$ cat src/rtl/data_sram_bridge.sv
// data_sram_bridge: two-entry request FIFO replayed in order onto an SRAM-like addr_ok/data_ok bus
module data_sram_bridge (
  input  logic        clk,
  input  logic        rst_p,
  input  logic        MA_mem_read,
  input  logic        MA_mem_write,
  input  logic [3:0]  MA_mem_wstrb,
  input  logic [31:0] MA_mem_addr,
  input  logic [31:0] MA_mem_wdata,
  output logic        interlayer_ready,
  output logic        mem_rdata_valid,
  output logic [31:0] mem_rdata,
  output logic        busy,
  output logic        data_req,
  output logic        data_wr,
  output logic [3:0]  data_wstrb,
  output logic [31:0] data_addr,
  output logic [31:0] data_wdata,
  input  logic        data_addr_ok,
  input  logic        data_data_ok,
  input  logic [31:0] data_rdata
);
  typedef enum logic {S_IDLE, S_WAIT} state_t;
  state_t state;
  logic [1:0] count;
  logic wp, rp, pend_wr, push, pop;
  logic [1:0] wr_q;
  logic [1:0][3:0] wstrb_q;
  logic [1:0][31:0] addr_q, wdata_q;
  assign interlayer_ready = count != 2'd2;
  assign push = (MA_mem_read | MA_mem_write) & interlayer_ready;
  assign data_req = (state == S_IDLE) && (count != 2'd0);
  assign pop = data_req & data_addr_ok;
  assign data_wr = wr_q[rp];
  assign data_wstrb = wstrb_q[rp];
  assign data_addr = addr_q[rp];
  assign data_wdata = wdata_q[rp];
  assign busy = (count != 2'd0) || (state == S_WAIT);
  // FIFO storage; reads carry a zero strobe so the bus shows 0000 for loads
  always_ff @(posedge clk or posedge rst_p) begin
    if (rst_p) begin
      wr_q <= '0;
      wstrb_q <= '0;
      addr_q <= '0;
      wdata_q <= '0;
    end else if (push) begin
      wr_q[wp] <= MA_mem_write;
      wstrb_q[wp] <= MA_mem_write ? MA_mem_wstrb : 4'b0;
      addr_q[wp] <= MA_mem_addr;
      wdata_q[wp] <= MA_mem_wdata;
    end
  end
  // FIFO pointers and occupancy; simultaneous push and pop leave count unchanged
  always_ff @(posedge clk or posedge rst_p) begin
    if (rst_p) begin
      wp <= 1'b0;
      rp <= 1'b0;
      count <= 2'd0;
    end else begin
      wp <= push ? ~wp : wp;
      rp <= pop ? ~rp : rp;
      count <= count + {1'b0, push} - {1'b0, pop};
    end
  end
  // Single-outstanding bus FSM; load responses are registered, write responses dropped
  always_ff @(posedge clk or posedge rst_p) begin
    if (rst_p) begin
      state <= S_IDLE;
      pend_wr <= 1'b0;
      mem_rdata <= 32'd0;
      mem_rdata_valid <= 1'b0;
    end else begin
      mem_rdata_valid <= 1'b0;
      if (state == S_IDLE) begin
        if (pop) begin
          pend_wr <= data_wr;
          state <= S_WAIT;
        end
      end else if (data_data_ok) begin
        state <= S_IDLE;
        if (!pend_wr) begin
          mem_rdata <= data_rdata;
          mem_rdata_valid <= 1'b1;
        end
      end
    end
  end
endmodule

$ cat config.mk
export PLATFORM = sky130hd
export DESIGN_NAME = data_sram_bridge
export DESIGN_NICKNAME = d
export VERILOG_FILES = /design/src/rtl/data_sram_bridge.sv
export SDC_FILE = /design/constraint.sdc
export NUM_CORES = 1
export LEC_CHECK = 0
export CAP_MARGIN = 5
export CORE_MARGIN = 4
export CORE_UTILIZATION = 43
export CTS_CLUSTER_DIAMETER = 150
export DETAILED_ROUTE_END_ITERATION = 10
export PLACE_DENSITY = 0.73
export SETUP_SLACK_MARGIN = 0.2
export SYNTH_ARGS = -nofsm -noshare
export SYNTH_HDL_FRONTEND = slang
export SYNTH_SLANG_ARGS = --single-unit
$ cat constraint.sdc
create_clock -name clk -period 6.75 [get_ports clk]
set_input_delay 1.0125 -clock clk [delete_from_list [all_inputs] [get_ports clk]]
set_output_delay 1.0125 -clock clk [all_outputs]
set_load 0.05 [all_outputs]
==> results, run 1 <==
- The delay of the slowest critical-path stage is approximately 780 ps.
- For the worst flop-to-flop path, the logic depth is 4.
- The type of the most critical hold path is reg -> reg.
- The Yosys step of the flow raised 0 warnings.
- The post-route setup TNS is 0 ps.
- The detail route stage leaves a number of antenna-violating nets equal to 0.
- The overall via count from detail_route is about 5000.
- For this run, the leading register cell type out of synthesis is sky130_fd_sc_hd__dfrtp_1.
- The period utilization is 59.4%.
- The clock skew is slightly above 10 ps.
- The buffer and inverter count on the worst path is 2.
- The commonest cells after synthesis are sky130_fd_sc_hd__mux2_2 (191), sky130_fd_sc_hd__dfrtp_1 (177), sky130_fd_sc_hd__nand2_1 (109).
- Entering global routing, the biggest net connects 108 pins.
- Across every metal layer, demand over resource in global routing totals between 10% and 20%.
- The portion of synthesized cell area occupied by the leading cell type is 58.8%.
- The max-slew violation total from the final report is 0.
- At the pin with the least slew margin, the transition time is 1260 ps.
- The clock latency of the later-clocked register in the worst-skew pair is approximately 410 ps.
- The initial utilization of the core area, before any placement, comes to 43.7%.
- Data on the critical path arrives at its endpoint at 2990 ps.
- The total I/O pin count is roughly 210.
- Of all flip-flops after synthesis, the portion carrying an async set or reset was 100%.
- Along the worst path, the maximum fanout reaches 49.
- The clock tree from TritonCTS is yes.
- The first TritonRoute pass finished after 4 iterations.
- The startpoint of the worst hold path is mem_rdata[19]$_DFFE_PP0P_.
- The number of distinct standard cells referenced by the synthesized netlist is 24.
- The number of flops mapped to enable cells by yosys is 0.
- Once the clock tree was built, the setup fixing pass inserted 0 buffers.
- The initialized floorplan defines 48 standard-cell rows.
- In the post-synthesis netlist, the cell with the most instances is sky130_fd_sc_hd__mux2_2.
- In this run the deepest clock path goes through 2 buffers.
- In the routed design, unresolved DRC markers number 0.
- The die is 140 um wide.
- The sink count of the clock tree is 177.
- Gates resized during post-CTS repair numbered 0.
- Counting every instance in the synthesized netlist gives 557.
- In this run the cell area of the synthesized design comes to 7530 um2.
- Each instance of the synthesized netlist takes up on average roughly 14 um2.
- The first global-routing pass estimated about 28000 um of wire.
- The internal reg-to-reg setup slack is 3950 ps.
- The number of hold violations in the final report is 0.
- Using the TritonRoute via totals, the vias-per-cell ratio works out to 4.97.
- The final-stage net count is 869.
- Summed over all layers, the routed wires come to 17200 um.
- In the post-synthesis netlist, the biggest area contributors are sky130_fd_sc_hd__dfrtp_1 (59%), sky130_fd_sc_hd__mux2_2 (29%), sky130_fd_sc_hd__nand2_1 (5.4%).
- The die covers 19700 um2.
- The part of the Yosys area used for sequential elements is 58.8%.
- The timing-limited maximum frequency is approximately 250 MHz.
- Counting the fill cells in the layout gives 1341.
- The post-route netlist has 29.6% of its cells at a drive strength greater than 1.
- The cell with the biggest individual delay on the critical path is sky130_fd_sc_hd__dfrtp_2.
- The post-DP HPWL is around 12000 um.
- The cell sitting at the root of the clock tree is a sky130_fd_sc_hd__clkbuf_16.
- After clock tree synthesis, the clock-pin slew on the worst setup and hold paths is 70 ps.
- Summing all placed instances gives a cell area of between 9000 and 10000 um2.
- The clock period minus final worst setup slack is roughly 4000 ps.
- The post-synthesis cell type with the largest combined area is sky130_fd_sc_hd__dfrtp_1.
- The total congestion overflow is 0.
- Data on the critical path is required at its endpoint by 5740 ps.
- The TritonCTS buffer count is 17.
- The detailed router finished its first iteration with 221 violations.
- The last weighted congestion value of the routability-driven placer is approximately 0.77.
- The critical path in this run is classified as reg -> out.
- Among cell families on the critical path, the largest total delay comes from buffers and inverters.
- The signal on the critical path passes through buf_4 -> mux2_2 -> clkdlybuf4s50_1.
- The sort of element at the end of the critical path is a primary output.
- Counting instances, the worst hold path has a depth of 2.
- The number of buffer cells added on primary ports is 210.
- The slack of the critical path is between 2000 and 3000 ps.
- The net count after synthesis is 664.
- The core box area is about 17000 um2.
- The register bit count reported by yosys is 177.
- The flow ran to the end, and the final reports show no timing, DRC or antenna violations.
- Max-cap violations in this run came to 0.
- The number of hold buffers added after CTS was 0.
- Headroom to the max-slew limit came out at 16.1%.
- The pre-CTS worst setup slack is 2950 ps.
- The number of antenna violations at the first check in global routing is 1.
- Dividing the detail-routed wire length by the instance count gives 17.2 um.
- The number of global-route vias before repair is between 5000 and 6000.
- The chip height is 140 um.
- The sort of element at the start of the critical path is a flop.
- The area growth from synthesis to final layout is 36.6%.
- The endpoint of the worst hold-timing path is mem_rdata[19]$_DFFE_PP0P_.
- The final instance area is approximately 10000 um2.
- The endpoint identified for the worst register-to-register timing path is mem_rdata[30]$_DFFE_PP0P_.
- The worst register-to-register path begins at pend_wr$_DFFE_PP0P_.
- The number of levels in the clock H-tree is 4.
- The final setup violation count is 0.
- Setup repair after global routing left no endpoint under its margin.
==> how the worst max path moves through the flow <==
stage	cells past startpoint	start	end
floorplan	1	rst_p	addr_q[0]$_DFFE_PP0P_
global placement	5	data_data_ok	mem_rdata[29]$_DFFE_PP0P_
detailed placement	5	data_data_ok	mem_rdata[5]$_DFFE_PP0P_
CTS	3	rp$_DFFE_PP0P_	data_wdata[2]
global route	4	rp$_DFFE_PP0P_	data_wstrb[0]
finish	3	rp$_DFFE_PP0P_	data_wdata[2]
==> logic make-up (layout without fill, tap and decap cells) <==
kind of cell               after synthesis  in the layout  share of synthesized area [%]
other                                    0              1                              0
buffers and inverters                   39            255                           3.44
DFF                                    177            177                           58.8
xor gates and xnor gates                 3              3                          0.349
and+or+nand+nor                        123            123                           6.63
muxes                                  196            196                           29.3
adders and majority gates                1              1                          0.166
AOI/OAI and AO/OA                       18             18                           1.28
==> metal layers <==
metal | up-vias | global-route usage [%] | share of wire [%]
li1 | 2292 | - | -
met4 | 0 | 6.43 | 2.0
met5 | - | 0 | 0
met2 | 151 | 29.9 | 51
met3 | 20 | 4.78 | 5.7
met1 | 2498 | 21.5 | 41
==> worst reg2reg max path: cells and delay by family, from the launching register on <==
kind	cells	cell delay (ps)
buffers and inverters	1	1130
DFF	1	400
and+or+nand+nor	3	1190
==> cell usage in the layout, fill, tap and decap left out, types with 2 or more instances in the layout <==
cell,n
sky130_fd_sc_hd__mux2_2,191
sky130_fd_sc_hd__mux2_1,5
sky130_fd_sc_hd__dfrtp_1,176
sky130_fd_sc_hd__nor2_1,3
sky130_fd_sc_hd__nor2b_1,2
sky130_fd_sc_hd__clkinv_2,3
sky130_fd_sc_hd__nand3b_1,2
sky130_fd_sc_hd__inv_1,8
sky130_fd_sc_hd__nand3_1,4
sky130_fd_sc_hd__buf_4,6
sky130_fd_sc_hd__clkdlybuf4s50_1,210
sky130_fd_sc_hd__o21ai_0,15
sky130_fd_sc_hd__inv_6,2
sky130_fd_sc_hd__xnor2_1,2
sky130_fd_sc_hd__clkinvlp_4,3
sky130_fd_sc_hd__nand2_1,109
sky130_fd_sc_hd__clkbuf_8,2
sky130_fd_sc_hd__clkbuf_16,17
sky130_fd_sc_hd__clkbuf_1,2
==> sequential cells by signal (all words and copies together), names as in the netlist <==
register         flops
addr_q              64
wdata_q             64
mem_rdata           32
wstrb_q              8
count                2
wr_q                 2
mem_rdata_valid      1
pend_wr              1
rp                   1
state                1
wp                   1
==> cell type report <==
class / instances / area [um2] / area share, %
diodes: 1 / 2.50 / 0.0243
inverters: 9 / 38.8 / 0.377
multi-input cells: 341 / 2840 / 27.6
clock inverters: 9 / 85.1 / 0.827
clock buffers: 21 / 460 / 4.48
flip-flops and latches: 177 / 4430 / 43.1
repair buffers: 216 / 2150 / 20.9
well taps: 225 / 282 / 2.74
==> per-stage QoR <==
step           std cells  util, %  hold slack, ps
6_report             999     59.7             475
5_1_grt              999     59.7             499
4_1_cts              998     59.7             484
3_5_place_dp         968     56.5             468
3_3_place_gp         968     56.5             463
2_1_floorplan        557        -             449
Power of run 1 is not shown: default switching activity piles up to over one toggle a cycle in this logic, so the estimate is an artifact.
==> run 2, diff against run 1 <==
- clock period: 6.75 -> 4.05 ns (I/O delays scaled with it)
==> results, run 2 (synthesized netlist as in run 1, its figures left out) <==
- Counting both buffers and inverters, the worst setup path holds a total of 2.
- The family with the most delay on the worst path is buffers and inverters.
- In this run, the number of DRC markers left after iteration 0 of detailed routing was between 150 and 200.
- The worst register-to-register path has a setup slack of slightly above 2000 ps.
- On the critical path, the stage with the largest delay is an instance of sky130_fd_sc_hd__dfrtp_4.
- In this run the remaining antenna-violating nets after routing total 0.
- The slack of the critical path is around 820 ps.
- The number of hold violations in the final report was 0.
- In this run the core area contains between 40 and 50 standard-cell rows.
- The global router's overall resource usage is 17.2%.
- The area growth from synthesis to final layout is 38.9%.
- Dividing the detail-routed wire length by the instance count gives around 17 um.
- The pre-CTS worst setup slack is 1060 ps.
- The share of post-route cells with drive strength above 1 is 29.9%.
- Entering global routing, the biggest net connects just under 60 pins.
- The largest registers in the layout are addr_q: 64 flops, wdata_q: 64 flops, mem_rdata: 32 flops.
- The post-DP HPWL is 11600 um.
- The sink count of the clock tree is 177.
- The type of the most critical hold path is reg -> reg.
- After detailed routing, the number of remaining DRC violations is 0.
- 0 antenna diodes ended up in the layout.
- Clock skew on the completed layout was measured at 6.23 ps.
- The clock tree from TritonCTS is yes.
- The clock period could shrink to 3230 ps.
- At the worst endpoint, the required time is about 3400 ps.
- The tightest hold margin is 476 ps.
- The delay of the slowest critical-path stage is ~750 ps.
- Detailed routing inserted a total of between 4000 and 5000 vias.
- The core box area is 17200 um2.
- The post-route setup TNS is 0 ps.
- Clock latency on the worst-skew pair, taken at its later pin, is 410 ps.
- The total iterations of the first detailed-routing run is 6.
- The flow ran to the end, and the final reports show no timing, DRC or antenna violations.
- The TritonCTS buffer count is 17.
- Routability-driven placement finished with a final weighted congestion of 0.789.
- The number of global-route vias before repair is between 5000 and 6000.
- The die extent in x is between 100 and 150 um.
- The first global-routing pass estimated between 20000 and 30000 um of wire.
- The number of antenna violations at the first check in global routing is 0.
- The library cells used most frequently in the layout, excluding fill and tap cells, are sky130_fd_sc_hd__clkdlybuf4s50_1 (210), sky130_fd_sc_hd__mux2_2 (191), sky130_fd_sc_hd__dfrtp_1 (176), sky130_fd_sc_hd__nand2_1 (109), sky130_fd_sc_hd__clkbuf_16 (17).
- The most common cell after layout, fill and taps aside is sky130_fd_sc_hd__clkdlybuf4s50_1.
- The category of the critical setup timing path is reg -> out.
- The top fanout value on the critical path is 42.
- The count of instances resized after the clock tree is built is 0.
- Based on the critical path, the design can be clocked at up to 309 MHz.
- For this block, the routed nets add up to 16700 um of wire.
- Cells fill 60.7% of the core in the end.
- Measured against its own limit, the worst slew margin works out to 33.7%.
- The slew at the pin closest to its max-slew limit is 992 ps.
- Clock-pin slew was measured on the worst setup and hold paths at 60 ps.
- For this configuration, the core starts out at a cell density of 43.7%.
- Setup repair after global routing left no endpoint under its margin.
- Traced cell by cell, the critical path runs through buf_12 -> mux2_2 -> clkdlybuf4s50_1.
- STA puts the critical path data arrival time at 2620 ps.
- Setup violations remaining at the end of the flow were counted as 0.
- The H-tree generated during clock tree synthesis spans 4 levels.
- The hold-fix buffer count after cts is 0.
- After clock tree synthesis, the setup repair step added 0 buffers.
- The buffer type at the clock tree root is sky130_fd_sc_hd__clkbuf_16.
- The die is 140 um tall.
- The total congestion overflow is 0.
- The sort of element at the end of the critical path is a primary output.
- After the last flow step, the layout net total stands at 872.
- The number of buffer cells added on primary ports is 210.
- Dividing the final minimum period by the clock period gives 79.8%.
- Across the run, the number of max-cap violations was 0.
- The sort of element at the start of the critical path is a flop.
- The max-slew violation total from the final report is 0.
- Dividing the detail-routed via count by the number of cells gives 4.93.
- The maximum number of buffers from clock root to sink is 2.
- The die covers 19700 um2.
- The total I/O pin count is 211.
## run 2: metrics by stage
stage | instance area, um2 | instances
2_1_floorplan | 7530 | 557
3_3_place_gp | 9800 | 971
3_5_place_dp | 9800 | 971
4_1_cts | 10500 | 1003
5_1_grt | 10500 | 1003
6_report | 10500 | 1003
## run 2: worst paths after layout
| kind | from | to | cells after the start |
|---|---|---|---|
| min in group asynchronous | rst_p | wdata_q[28]$_DFFE_PP0P_ | 2 |
| hold / removal | mem_rdata[9]$_DFFE_PP0P_ | mem_rdata[9]$_DFFE_PP0P_ | 2 |
| setup / recovery | rp$_DFFE_PP0P_ | data_wr | 3 |
| setup reg to reg | count[0]$_DFF_PP0_ | wdata_q[42]$_DFFE_PP0P_ | 5 |
| hold reg to reg | mem_rdata[9]$_DFFE_PP0P_ | mem_rdata[9]$_DFFE_PP0P_ | 2 |
| max in group asynchronous | rst_p | wdata_q[10]$_DFFE_PP0P_ | 3 |
## run 2: area by class of cell
cell class,count,area (um2)
Clock buffer,23,478
Clock inverter,9,178
Fill cell,1340,6780
Inverter,9,37.5
Multi-Input combinational cell,341,2840
Sequential cell,177,4430
Tap cell,225,282
Timing Repair Buffer,219,2210
## run 2: metal layers
metal  up-vias  wire, um  part of all wire, %  track usage (%)
met5         -         0                    0                0
met4         0       274                  1.6             5.81
li1       2307         -                    -                -
met3        18      1150                  6.9             5.63
met2       139      8260                   49             29.2
met1      2484      7040                   42             20.7
## run 2: worst register-to-register path: stages, from the launching register on
cell                       delay (ps)
sky130_fd_sc_hd__dfrtp_1          440
sky130_fd_sc_hd__nor2b_2          200
sky130_fd_sc_hd__inv_1            100
sky130_fd_sc_hd__nand3b_1         120
sky130_fd_sc_hd__buf_4            610
sky130_fd_sc_hd__mux2_2           440
Power of run 2 is left out for the same reason.
==> run 3, diff against run 2 <==
- clock period: 4.05 -> 3.1 ns (I/O delays scaled with it)
==> results, run 3 (synthesized netlist as in run 1, its figures left out) <==
- The delay of the slowest critical-path stage is around 630 ps.
- Setup violations remaining at the end of the flow were counted as 0.
- The startpoint of the worst hold path is mem_rdata[24]$_DFFE_PP0P_.
- The startpoint identified for the worst register-to-register timing path is count[0]$_DFF_PP0_.
- The endpoint of the worst hold-timing path is mem_rdata[24]$_DFFE_PP0P_.
- The initial detailed-routing violation count is 181.
- The core region is 17200 um2.
- The number of cells on the worst hold path is 2.
- The floorplan has 48 rows.
- For flop-to-flop paths, the worst setup slack is 1170 ps.
- The sort of element at the start of the critical path is a flop.
- For the worst setup path, the data arrival time is about 2200 ps.
- For the pin with the worst max-slew slack, the measured transition is 955 ps.
- The period utilization is roughly 87%.
- The per-cell routed wire length is 16.9 um.
- After layout, the minimum clock period comes to 2690 ps.
- The die extent in x is 140 um.
- TritonCTS built the clock tree.
- The global-route met3 utilization is 5.19%.
- The type of the most critical hold path is reg -> reg.
- The library cells used most frequently in the layout, excluding fill and tap cells, are sky130_fd_sc_hd__mux2_2 (191), sky130_fd_sc_hd__dfrtp_1 (176), sky130_fd_sc_hd__clkdlybuf4s50_1 (160), sky130_fd_sc_hd__nand2_1 (109).
- Setup repair after global routing left no endpoint under its margin.
- The post-route antenna net violation count is 0.
- The run finished with clean final reports.
- Counting both buffers and inverters, the worst setup path holds a total of 2.
- The repair_antennas step left the layout with diodes totalling 0.
- The sink count of the clock tree is 177.
- Broken down by cell family, the worst path's largest delay share belongs to buffers and inverters.
- The busiest layer in global routing is met2.
- The effective utilization at floorplan is a little over two fifths.
- The critical path goes through buf_4 -> mux2_2 -> dlygate4sd2_1.
- The depth of the worst register-to-register path is 5.
- The worst setup path is of the reg -> out kind.
- The number of hold violations in the final report is 0.
- The maximum number of buffers from clock root to sink is 2.
- The number of levels in the clock H-tree is 4.
- The largest registers in the layout are addr_q: 64 flops, wdata_q: 64 flops, mem_rdata: 32 flops.
- The number of global-route vias before repair came to 5501.
- Summed over all layers, the routed wires come to 16900 um.
- After clock tree synthesis, the setup repair step added 0 buffers.
- The total congestion overflow is 0.
- Clock skew on the completed layout was measured at 9.65 ps.
- Headroom to the max-slew limit came out at 36.3%.
- The final-stage net count is a little under 900.
- The total DRC errors in the routed layout is 0.
- The library cell used most frequently in the layout, excluding fill and tap cells, is sky130_fd_sc_hd__mux2_2.
- At the worst endpoint, the required time is between 2000 and 3000 ps.
- The area of the die is 19700 um2.
- Once detailed placement completed, the half-perimeter wirelength came to between 10000 and 15000 um.
- At the end of routability-driven placement, the weighted congestion stood at 0.752.
- The overall via count from detail_route is 4994.
- The cell with the biggest individual delay on the critical path is sky130_fd_sc_hd__dfrtp_4.
- Summed over all failing endpoints, the final setup total negative slack is 0 ps.
- The CTS clock-pin slew for the worst setup and hold paths is ~60 ps.
- The cell sitting at the root of the clock tree is a sky130_fd_sc_hd__clkbuf_16.
- The first detailed-routing pass took 4 iterations.
- The met2 track demand over resource in global routing is between 20 and 30%.
- The share of post-route cells with drive strength above 1 is between 30% and 40%.
- Global routing used 21.9% of the available met1 tracks.
- The total I/O pin count is 211.
- The detail-routed via count per cell is 4.97.
- The pin count of the biggest net entering global routing is 65.
- The tool flagged a number of max-cap violations equal to 0.
- The number of antenna violations at the first check in global routing is 0.
- The max-slew violation total from the final report is 0.
- The global router's overall resource usage is 17.8%.
- The clock latency of the later-clocked register in the worst-skew pair is 420 ps.
- The area growth from synthesis to final layout is 39.3%.
- The number of buffer cells added on primary ports is 210.
- The worst setup path is captured at a primary output.
- The worst register-to-register path ends at addr_q[62]$_DFFE_PP0P_.
- Buffers inserted during clock tree synthesis total 17.
- The top fanout value on the critical path is 22.
- The timing-limited maximum frequency is roughly 370 MHz.
- The wire length of the first global-routing pass is roughly 28000 um.
- The floorplan step set the die height to 140 um.
-- run 3: layer usage --
layer	share of wire [%]	vias to the layer above
met1	42	2514
met3	5.9	23
li1	-	2319
met4	1.9	0
met2	50	138
met5	0	-
-- run 3: repair_timing --
item                                   4_1_cts  5_1_grt
resized for setup                           25       25
gates cloned                                 0        0
setup endpoints to repair                   25       25
endpoints found under the hold margin        0        0
hold buffers                                 0        0
-- run 3: final cells by class --
| class | count | area (um2) |
|---|---|---|
| Timing Repair Buffer | 221 | 2280 |
| Multi-Input combinational cell | 341 | 2840 |
| Inverter | 9 | 37.5 |
| Clock buffer | 19 | 433 |
| Fill cell | 1351 | 6750 |
| Tap cell | 225 | 282 |
| Clock inverter | 13 | 184 |
| Sequential cell | 177 | 4430 |
-- run 3: tightest hold or removal path, delay by kind of cell, from the launching register on --
family | cells | cell delay, ps
simple gates | 2 | 100
flops | 1 | 340
-- run 3: stage by stage --
stage               utilization [%]  area, um2  setup slack, ps  std cells  hold slack, ps
detailed placement             57.1       9840              551        973             463
global placement               57.1       9840              617        973             458
finish                         60.9      10500              412       1005             475
CTS                            60.5      10400              200       1005             479
global route                   60.9      10500              323       1005             497
floorplan                         -       7530              368        557             449
-- run 3: how the worst max path moves through the flow --
| stage | startpoint | to | slack, ps | cells after the start |
|---|---|---|---|---|
| final | rp$_DFFE_PP0P_ | data_wdata[12] | 410 | 3 |
| after global routing | rp$_DFFE_PP0P_ | data_wdata[12] | 320 | 3 |
| after CTS | rp$_DFFE_PP0P_ | data_addr[18] | 200 | 3 |
| after detailed placement | rp$_DFFE_PP0P_ | data_wdata[12] | 550 | 3 |
| after global placement | rp$_DFFE_PP0P_ | data_wdata[6] | 620 | 3 |
| after floorplan | rst_p | addr_q[0]$_DFFE_PP0P_ | 370 | 1 |
Power of run 3 is left out for the same reason.
